==> config.mk <==
export PLATFORM = sky130hd
export DESIGN_NAME = acc_alu_ctrl
export DESIGN_NICKNAME = d
export VERILOG_FILES = /design/src/rtl/acc_alu_ctrl.sv
export SDC_FILE = /design/constraint.sdc
export NUM_CORES = 1
export LEC_CHECK = 0
export CAP_MARGIN = 20
export CORE_ASPECT_RATIO = 1.5
export CORE_MARGIN = 4
export CORE_UTILIZATION = 40
export CTS_CLUSTER_DIAMETER = 120
export DETAILED_ROUTE_END_ITERATION = 6
export MAX_ROUTING_LAYER = met4
export PLACE_DENSITY = 0.6
export RECOVER_POWER = 25
export SLEW_MARGIN = 20
export SYNTH_ARGS = -nofsm -noshare
export SYNTH_HDL_FRONTEND = slang
export SYNTH_SLANG_ARGS = --single-unit
==> constraint.sdc <==
create_clock -name clk -period 7.2 [get_ports clk]
set_input_delay 1.44 -clock clk [delete_from_list [all_inputs] [get_ports clk]]
set_output_delay 1.44 -clock clk [all_outputs]
set_load 0.005 [all_outputs]
==> src/rtl/acc_alu_ctrl.sv <==
// -----------------------------------------------------------------------------
// acc_alu_ctrl
//
// Accumulator ALU with an integrated OFF/READY/RUN/ERROR controller and a
// valid/ready operand handshake. Each accepted transaction applies one of
// eight opcodes to the registered accumulator. Unsigned overflow on ADD, SUB
// or MUL either wraps to the low WIDTH bits or clamps, depending on SATURATE.
// An overflow sends the controller through a single ERROR cycle back to
// READY, where only a LOAD restarts accumulation.
//
// Parameters
//   WIDTH     accumulator / operand width in bits (>= 2)
//   SATURATE  0: wrap on overflow, 1: clamp (ADD/MUL -> all ones, SUB -> 0)
//
// Ports
//   clk        in   rising-edge clock
//   rst        in   asynchronous reset, active low
//   en         in   power enable; low forces OFF on the next edge
//   in_valid   in   transaction request
//   in_ready   out  block can accept this cycle (combinational)
//   op         in   opcode: LOAD AND OR XOR NOT ADD SUB MUL (000..111)
//   operand    in   second operand B (ignored by NOT)
//   acc        out  registered accumulator
//   out_valid  out  one-cycle pulse: acc holds the result of the last op
//   err        out  high while the controller is in ERROR
//   state      out  controller state: 00 OFF, 01 READY, 10 RUN, 11 ERROR
// -----------------------------------------------------------------------------
module acc_alu_ctrl #(
  parameter int WIDTH    = 8,
  parameter bit SATURATE = 1'b0
) (
  input  logic             clk,
  input  logic             rst,
  input  logic             en,
  input  logic             in_valid,
  output logic             in_ready,
  input  logic [2:0]       op,
  input  logic [WIDTH-1:0] operand,
  output logic [WIDTH-1:0] acc,
  output logic             out_valid,
  output logic             err,
  output logic [1:0]       state
);

  typedef enum logic [1:0] {
    S_OFF   = 2'b00,
    S_READY = 2'b01,
    S_RUN   = 2'b10,
    S_ERROR = 2'b11
  } state_t;

  localparam logic [2:0] OP_LOAD = 3'b000;
  localparam logic [2:0] OP_AND  = 3'b001;
  localparam logic [2:0] OP_OR   = 3'b010;
  localparam logic [2:0] OP_XOR  = 3'b011;
  localparam logic [2:0] OP_NOT  = 3'b100;
  localparam logic [2:0] OP_ADD  = 3'b101;
  localparam logic [2:0] OP_SUB  = 3'b110;
  localparam logic [2:0] OP_MUL  = 3'b111;

  // Returns {overflow, low WIDTH bits of the exact result}.
  function automatic logic [WIDTH:0] alu_exact(
    input logic [2:0]       o,
    input logic [WIDTH-1:0] a,
    input logic [WIDTH-1:0] b
  );
    logic [WIDTH:0]     sum;
    logic [WIDTH:0]     diff;
    logic [2*WIDTH-1:0] prod;
    logic [WIDTH-1:0]   res;
    logic               ovf;
    sum  = {1'b0, a} + {1'b0, b};
    // The extra top bit of the difference is the borrow, i.e. B > A.
    diff = {1'b0, a} - {1'b0, b};
    prod = {{WIDTH{1'b0}}, a} * {{WIDTH{1'b0}}, b};
    res  = b;
    ovf  = 1'b0;
    case (o)
      OP_LOAD: res = b;
      OP_AND:  res = a & b;
      OP_OR:   res = a | b;
      OP_XOR:  res = a ^ b;
      OP_NOT:  res = ~a;
      OP_ADD: begin
        res = sum[WIDTH-1:0];
        ovf = sum[WIDTH];
      end
      OP_SUB: begin
        res = diff[WIDTH-1:0];
        ovf = diff[WIDTH];
      end
      OP_MUL: begin
        res = prod[WIDTH-1:0];
        ovf = |prod[2*WIDTH-1:WIDTH];
      end
      default: res = b;
    endcase
    return {ovf, res};
  endfunction

  // Applies the overflow policy to an already wrapped result.
  function automatic logic [WIDTH-1:0] sat_result(
    input logic [2:0]       o,
    input logic [WIDTH-1:0] wrapped,
    input logic             ovf
  );
    if (SATURATE && ovf) begin
      return (o == OP_SUB) ? '0 : '1;
    end
    return wrapped;
  endfunction

  state_t           state_q;
  state_t           state_d;
  logic [WIDTH-1:0] acc_p1;
  logic             vld_p1;

  logic             accept_p0;
  logic             upd_p0;
  logic [WIDTH:0]   alu_p0;
  logic             ovf_p0;
  logic [WIDTH-1:0] res_p0;

  // ---- stage p0: handshake, operation and next-state decode ----
  always_comb begin
    in_ready  = en & ((state_q == S_READY) | (state_q == S_RUN));
    accept_p0 = in_valid & in_ready;
    // In READY only LOAD takes effect; other accepted ops are dropped.
    upd_p0    = accept_p0 & ((state_q == S_RUN) | (op == OP_LOAD));
    alu_p0    = alu_exact(op, acc_p1, operand);
    ovf_p0    = alu_p0[WIDTH];
    res_p0    = sat_result(op, alu_p0[WIDTH-1:0], ovf_p0);
  end

  always_comb begin
    state_d = state_q;
    case (state_q)
      S_OFF:   state_d = S_READY;
      S_READY: if (accept_p0 && (op == OP_LOAD)) state_d = S_RUN;
      S_RUN:   if (accept_p0 && ovf_p0) state_d = S_ERROR;
      S_ERROR: state_d = S_READY;
      default: state_d = S_OFF;
    endcase
    // Dropping enable overrides every other transition, including overflow.
    if (!en) begin
      state_d = S_OFF;
    end
  end

  // ---- stage p1: registered controller state, accumulator and valid ----
  always_ff @(posedge clk or negedge rst) begin
    if (!rst) begin
      state_q <= S_OFF;
    end else begin
      state_q <= state_d;
    end
  end

  always_ff @(posedge clk or negedge rst) begin
    if (!rst) begin
      acc_p1 <= '0;
      vld_p1 <= 1'b0;
    end else begin
      vld_p1 <= upd_p0;
      if (upd_p0) begin
        acc_p1 <= res_p0;
      end
    end
  end

  assign acc       = acc_p1;
  assign out_valid = vld_p1;
  assign err       = (state_q == S_ERROR);
  assign state     = state_q;

endmodule

After elaboration in Yosys (flattened, before gate mapping)
Cells that the tools add are included.
W data, S select, Z words.
{ "word_totals": {"register_bits": 11, "latchBits": 0, "mem_bits_rw": 0, "rom_bits": 0, "inputBits": 15, "out_inout_bits": 13, "wordCells": 40, "memories": 0} }
{ "op_classes": {"add_sub_neg": 2, "mul": 1, "n_div": 0, "magnitude_cmp": 0, "n_eq_ne": 12, "n_shift": 0, "n_mux": 6, "bitwise_logic": 9, "n_reduce_logical": 7} }
{ "op_table": {"columns": ["operator", "count"], "rows": [
  ["$pmux W8 S8", 1],
  ["$mul A8 B8 Y16", 1],
  ["$eq A3 B3 Y1 const B", 4],
  ["$add A8 B8 Y9", 1],
  ["$sub A8 B8 Y9", 1],
  ["$and A8 B8 Y8", 1],
  ["$not A8 Y8", 1],
  ["$or A8 B8 Y8", 1],
  ["$reduce_or A8 Y1", 1],
  ["$xor A8 B8 Y8", 1],
  ["$eq A3 B2 Y1 const B", 2],
  ["$mux W2", 3],
  ["$ne A3 B2 Y1 const B", 2],
  ["$pmux W2 S3", 1],
  ["$eq A2 B2 Y1 const B", 2],
  ["$and A1 B1 Y1", 3],
  ["$eq A3 B1 Y1 const B", 1],
  ["$logic_not A3 Y1", 1],
  ["$pmux W1 S3", 1],
  ["$eq A2 B1 Y1 const B", 1],
  ["$logic_and A1 B1 Y1", 2],
  ["$logic_not A2 Y1", 1],
  ["$or A1 B1 Y1", 2],
  ["$reduce_and A2 Y1", 1],
  ["$reduce_or A2 Y1", 1]
]} }

Logic depth before layout (Yosys ltp)
Gate-level depths: netlist of the first run.
{ "depth": {"ltp_word": 8, "mapped_depth": 17, "depth_no_buf": 17} }

Worst setup path after synthesis of the first run
Ideal clock, no wire load.
{ "synth_timing": {"path_type": "input port to flip-flop", "from": "in operand[4]", "to": "reg state_q[0], in the netlist state[0]", "setup_time_ps": 138, "arrival_time_ps": 5360, "t_required_ps": 7062, "slack_ps": 1701, "stages": 15, "cell_sequence": "ha_1 > fa_1 > inv_1 > fa_1 > fa_1 > fa_1 > inv_1 > ha_1 > a21oi_1 > o21ai_0 > a21o_1 > a221o_1 > or2_1 > o31ai_1 > o311ai_1"} }
{ "synth_between": {"elab_chain_cells": 6, "word_cells_on_any_way": 8} }
{ "synth_lines": {"columns": ["item", "line_no", "source"], "rows": [
  ["from (decl)", "38", "input logic [WIDTH-1:0] operand,"],
  ["$mul A8 B8 Y16", "75", "prod = {{WIDTH{1'b0}}, a} * {{WIDTH{1'b0}}, b};"],
  ["$reduce_or A8 Y1", "94", "ovf = |prod[2*WIDTH-1:WIDTH];"],
  ["$pmux W1 S3 (*)", "78", "case (o)"],
  ["$logic_and A1 B1 Y1 (*)", "140", "S_RUN: if (accept_p0 && ovf_p0) state_d = S_ERROR;"],
  ["$ne A3 B2 Y1 (no source line) (*)", null, null],
  ["$reduce_and A2 Y1 (no source line) (*)", null, null],
  ["to (signal assigned)", "155", "state_q <= state_d;"],
  ["to (decl)", "113", "state_t state_q;"]
]} }
Mark *: on every way between the ends. The rest lies on a longest branch, timed or not.
A chain may end at the register's enable or synchronous reset.

Worst setup path in the final report of the first run
{ "layout_timing": {"from": "in operand[4]", "to": "reg state_q[1], in the netlist state[1]"} }
The elaborated chain is that of the path after synthesis.

==> results.py, run 1 <==
metrics = {
    "outcome": {
        "status": "completed",
    },
    "timing": {
        "max_slew_margin_pct": 50.66,
        "max_freq_ghz": 0.1607,
        "tightest_slew_ps": 737.8,
        "final_max_slew_viol_count": 0,
        "setup-tns-final_ps": 0,
        "hold_ws_ps": 718.8,
        "setup_violations": 0,
        "rsz0062_at_grt": "false",
        "fin_crit_ps": 6224,
        "clock_skew_ps": 1.904,
        "post-route-period-util_pct": 86.44,
        "hold_viol": 0,
    },
    "clocking": {
        "postCtsSetupBuffers": 0,
        "clock_path_buffers": 2,
        "hold_buffers": 0,
        "root_buffer": "clkbuf_16",
        "cts_resized": 0,
        "cts_tree": "built",
        "cts_buffers": 3,
        "cts_sinks": 11,
        "htree_levels": 1,
        "clock_latency_ps": 250,
        "clkTransAtPathRegs_ps": 50,
    },
    "final_layout": {
        "instances_no_fill": 649,
        "drive_above_1_share_pct": 3.745,
        "nets": 652,
        "n_antenna_cell": 0,
        "area_growth_pct": 11.43,
        "post-route-util_pct": 45.83,
    },
    "detailed_routing": {
        "drtIter0Drc": 204,
        "route.vias.total": 3703,
        "wl_per_cell_um": 18.77,
        "ant_nets": 0,
        "post_drt_via_cell_ratio": 5.706,
        "drc": 0,
        "wl_mm": 12.18,
        "first_pass_iters": 5,
    },
    "critical_path": {
        "critPathArrivalTime_ps": 6330,
        "reg2reg_depth": 16,
        "end_kind": "register",
        "critical_path_buf_inv_count": 3,
        "path_cells": "clkdlybuf4s50_1, ha_1, fa_1, inv_1, fa_1, fa_1, fa_1, inv_1, ha_1, a21oi_1, o21ai_0, a21o_1, a221o_1, or2_1, nor3_1, o211ai_1",
        "cpMostUsedCell": "fa_1",
        "reg2reg_to": "state[1]$_DFFE_PN0P_",
        "cp.required_ps": 7300,
        "reg2reg_slack_ps": 2120,
        "critPathMaxFanout": 8,
        "critical_path.startpoint_type": "input pin",
        "critPathKind": "in -> reg",
        "r2r_start": "acc[5]$_DFFE_PN0P_",
        "crit_family": "adder cells",
        "crit_path_top_delay_cell": "fa_1",
        "slowest_delay_ps": 560,
    },
    "synth": {
        "yosysUniqueCellTypes": 67,
        "synth_warnings": 0,
        "postSynthCellCount": 514,
        "yosysSeqAreaShare_pct": 6.907,
        "synth.avg_cell_area_um2": 7.753,
        "synthArstFlopShare_pct": 100.0,
        "mappedNetlistArea_um2": 3985,
        "synth-edff-count": 0,
        "syn_nets": 631,
        "synth-seq-cells": 11,
        "yosys_most_used_dff": "dfrtp_1",
    },
    "floorplanning": {
        "fp.coreArea_um2": 9689,
        "io_pins": 28,
        "start_util_pct": 41.13,
        "die_x_um": 89.50,
        "row_count": 44,
        "die_y_um": 130.2,
        "die-area_um2": 11660,
    },
    "min_path": {
        "hp-class": "reg -> reg",
        "holdPathStages": 2,
        "hold_start": "state[0]$_DFFE_PN0P_",
        "min_to": "state[0]$_DFFE_PN0P_",
    },
    "global_route": {
        "grt.total_usage_pct": 22.46,
        "antenna_found_initial": 0,
        "grt_pass1_vias": 3707,
        "grt_overflow": 0,
        "grt_pass1_wl_mm": 19.37,
        "grt_start_max_net_pins": 30,
    },
    "place": {
        "dp_hpwl_mm": 10.16,
        "routabilityCongestion": 0.9565,
        "dpl.cell_count": 645,
        "io_buffers": 27,
    },
    "flow_run": {
        "drv_cap": 0,
    },
}
==> metal layers <==
layer,vias to the layer above,part of all wire (%),global-route usage (%)
met4,0,4.6,9.027
met3,34,4.0,2.337
met5,-,0,-
li1,1789,-,-
met1,1780,40,26.59
met2,100,52,38.38
==> area by class of cell <==
cell class | instances | area (um^2)
Timing Repair Buffer | 29 | 285.3
Tap cell | 115 | 143.9
Multi-Input combinational cell | 399 | 3316
Sequential cell | 11 | 275.3
Fill cell | 1012 | 5249
Clock buffer | 4 | 78.83
Inverter | 91 | 341.6
==> how the worst max path moves through the flow <==
stage	startpoint	end	slack (ps)	cells after the start
after floorplan	operand[4]	state[0]$_DFFE_PN0P_	1700	15
final	operand[4]	state[1]$_DFFE_PN0P_	980	16
after detailed placement	operand[4]	state[0]$_DFFE_PN0P_	700	16
after global routing	operand[4]	state[0]$_DFFE_PN0P_	680	16
after global placement	operand[4]	state[1]$_DFFE_PN0P_	720	16
after CTS	operand[4]	state[0]$_DFFE_PN0P_	940	16
==> cells in the final DEF (no fill, tap or decap), types with 4 or more instances in the layout <==
master            n
inv_1            85
nor2_1           66
ha_1             64
nand2_1          48
fa_1             38
a21oi_1          28
clkdlybuf4s50_1  26
o21ai_0          16
o21ai_1          12
dfrtp_1          11
nor3_1            9
o211ai_1          7
a211oi_1          7
xnor2_1           7
a21o_1            7
mux2i_1           7
o221ai_1          6
clkinv_1          5
a211o_1           5
and3_1            4
==> through the flow <==
| stage | cell area (um^2) | worst slack, ps |
|---|---|---|
| floorplan | 3985 | 1701 |
| global placement | 4362 | 722.2 |
| detailed placement | 4362 | 702.5 |
| CTS | 4441 | 942.9 |
| global route | 4441 | 681.0 |
| finish | 4441 | 976.3 |
==> synthesized netlist by cell type (all sizes together) (3+ instances only) <==
cell type / number / share of area, %
a211o: 6 / 1.4
a211oi: 8 / 1.6
a21o: 10 / 2.0
a21oi: 28 / 3.5
and3: 4 / 0.63
buf: 6 / 0.66
clkbuf: 7 / 0.66
clkinv: 5 / 0.47
dfrtp: 11 / 6.9
fa: 38 / 19
ha: 64 / 20
inv: 86 / 8.1
mux2i: 7 / 1.8
nand2: 48 / 4.5
nand3: 4 / 0.63
nor2: 67 / 6.4
nor3: 10 / 1.4
o2111ai: 3 / 0.66
o211ai: 7 / 1.3
o21a: 4 / 0.78
o21ai: 28 / 3.5
o21bai: 3 / 0.57
o221ai: 6 / 1.3
o31ai: 3 / 0.57
o32a: 3 / 0.75
xnor2: 7 / 1.5
xor2: 3 / 0.66
==> worst reg2reg max path, stage by stage, from the launching register on <==
cell and delay (ps):
dfrtp_1 590, inv_1 260, nor2_1 190, fa_1 440, inv_1 80, fa_1 440
fa_1 520, fa_1 560, inv_1 40, ha_1 310, a21oi_1 180, o21ai_0 100
a21o_1 170, a221o_1 340, or2_1 220, nor3_1 320, o211ai_1 170
==> logic make-up after synthesis <==
| logic type | share of synthesized area, % |
|---|---|
| muxes | 2.323 |
| and+or+nand+nor | 16.04 |
| DFF | 6.907 |
| xor gates and xnor gates | 2.198 |
| buffers and inverters | 9.890 |
| adders and majority gates | 39.18 |
| AOI/OAI and AO/OA | 23.45 |
==> flip-flops by register name, summed over array words and instances, names as in the netlist <==
name       cells
acc            8
out_valid      1
state          2
Power of run 1 is left out: the tool's default activity adds up to more than one toggle a clock period on the data nets, which glitch-free logic cannot reach.
==> run 2, diff against run 1 <==
Settings changed: ABC_AREA from default to 0, CORE_MARGIN 4 to 1.
==> run 2 against run 1 <==
Net effect:
- first-iteration DRC count is 12% higher
- register-to-register slack hardly changed
- sequential cell count unchanged
- cell count is the same
- hold slack is essentially flat
- critical endpoint is now state[0]$_DFFE_PN0P_
- critical path type unchanged
==> results.py, run 2 (synthesis gave the netlist of run 1 again) <==
metrics = {
    "outcome": {
        "status": "completed",
    },
    "floorplanning": {
        "row_count": 44,
        "fp.coreArea_um2": 9689,
        "die_y_um": 124.2,
        "io_pins": 28,
        "die_x_um": 83.50,
        "start_util_pct": 41.13,
        "die-area_um2": 10370,
    },
    "detailed_routing": {
        "wl_mm": 11.66,
        "wl_per_cell_um": 17.96,
        "first_pass_iters": 4,
        "post_drt_via_cell_ratio": 5.750,
        "drtIter0Drc": 228,
        "ant_nets": 0,
        "route.vias.total": 3732,
        "drc": 0,
    },
    "timing": {
        "setup_violations": 0,
        "clock_skew_ps": 2.174,
        "max_freq_ghz": 0.1609,
        "fin_crit_ps": 6216,
        "max_slew_margin_pct": 47.95,
        "final_max_slew_viol_count": 0,
        "tightest_slew_ps": 777.3,
        "setup-tns-final_ps": 0,
        "post-route-period-util_pct": 86.34,
        "rsz0062_at_grt": "false",
        "hold_viol": 0,
    },
    "critical_path": {
        "critPathArrivalTime_ps": 6330,
        "path_cells": "clkdlybuf4s50_1, ha_1, fa_1, inv_1, fa_1, fa_1, fa_1, inv_1, ha_1, a21oi_1, o21ai_0, a21o_1, a221o_1, or2_1, o31ai_1, o311ai_1",
        "critPathMaxFanout": 8,
        "crit_path_top_delay_cell": "fa_1",
        "critical_path.startpoint_type": "input pin",
        "end_kind": "register",
        "cpMostUsedCell": "fa_1",
        "slowest_delay_ps": 560,
        "cp.required_ps": 7310,
        "critPathKind": "in -> reg",
    },
    "place": {
        "routabilityCongestion": 0.9412,
        "io_buffers": 27,
        "dp_hpwl_mm": 9.706,
    },
    "global_route": {
        "grt_pass1_vias": 3815,
        "grt_overflow": 0,
        "grt_start_max_net_pins": 30,
        "antenna_found_initial": 0,
        "grt.total_usage_pct": 23.98,
        "grt_pass1_wl_mm": 19.45,
    },
    "final_layout": {
        "drive_above_1_share_pct": 3.745,
        "final_common_cell": "inv_1",
        "largest_register_ffs": 8,
        "post-route-util_pct": 45.83,
        "area_growth_pct": 11.43,
        "nets": 652,
        "layout_common_cells": "85 x inv_1, 66 x nor2_1, 64 x ha_1",
        "n_antenna_cell": 0,
    },
    "clocking": {
        "postCtsSetupBuffers": 0,
        "clock_path_buffers": 2,
        "cts_resized": 0,
        "clkTransAtPathRegs_ps": 50,
        "htree_levels": 1,
        "hold_buffers": 0,
        "root_buffer": "clkbuf_16",
        "cts_tree": "built",
        "clock_latency_ps": 240,
        "cts_buffers": 3,
        "cts_sinks": 11,
    },
    "flow_run": {
        "drv_cap": 0,
    },
    "min_path": {
        "hp-class": "reg -> reg",
    },
}
-- run 2: worst paths after layout --
path,start,slack (ps),cells past startpoint,end
max,operand[4],980,16,state[0]$_DFFE_PN0P_
min reg2reg,state[0]$_DFFE_PN0P_,720,2,state[0]$_DFFE_PN0P_
min,state[0]$_DFFE_PN0P_,720,2,state[0]$_DFFE_PN0P_
max in group asynchronous,rst,5140,1,out_valid$_DFF_PN0_
min in group asynchronous,rst,1660,1,acc[1]$_DFFE_PN0P_
max reg2reg,acc[6]$_DFFE_PN0P_,2130,16,state[0]$_DFFE_PN0P_
-- run 2: critical path, delay by kind of cell --
kind            cells  cell delay, ps
simple gates        1             230
fa+ha+maj           6            2760
buf+inv             3             640
compound gates      6            1250
-- run 2: area by class of cell --
class,count,area [um^2]
fillers,999,5249
multi-input cells,399,3316
inverters,91,341.6
repair buffers,29,285.3
flip-flops and latches,11,275.3
well taps,115,143.9
clock buffers,4,78.83
-- run 2: stage by stage --
step | hold WS, ps | worst slack, ps | instance area (um^2) | cells
CTS | 712.9 | 961.9 | 4441 | 649
global route | 775.6 | 674.8 | 4441 | 649
floorplan | 593.7 | 1701 | 3985 | 514
global placement | 710.5 | 738.1 | 4362 | 645
finish | 719.1 | 983.6 | 4441 | 649
detailed placement | 706.2 | 728.5 | 4362 | 645
-- run 2: layer usage --
layer | track usage (%) | vias up | share of wire (%)
li1 | - | 1796 | -
met1 | 29.75 | 1789 | 41
met2 | 41.95 | 126 | 52
met3 | 0.7979 | 21 | 3.7
met4 | 7.876 | 0 | 3.4
met5 | - | - | 0
Power of run 2 is left out for the same reason.
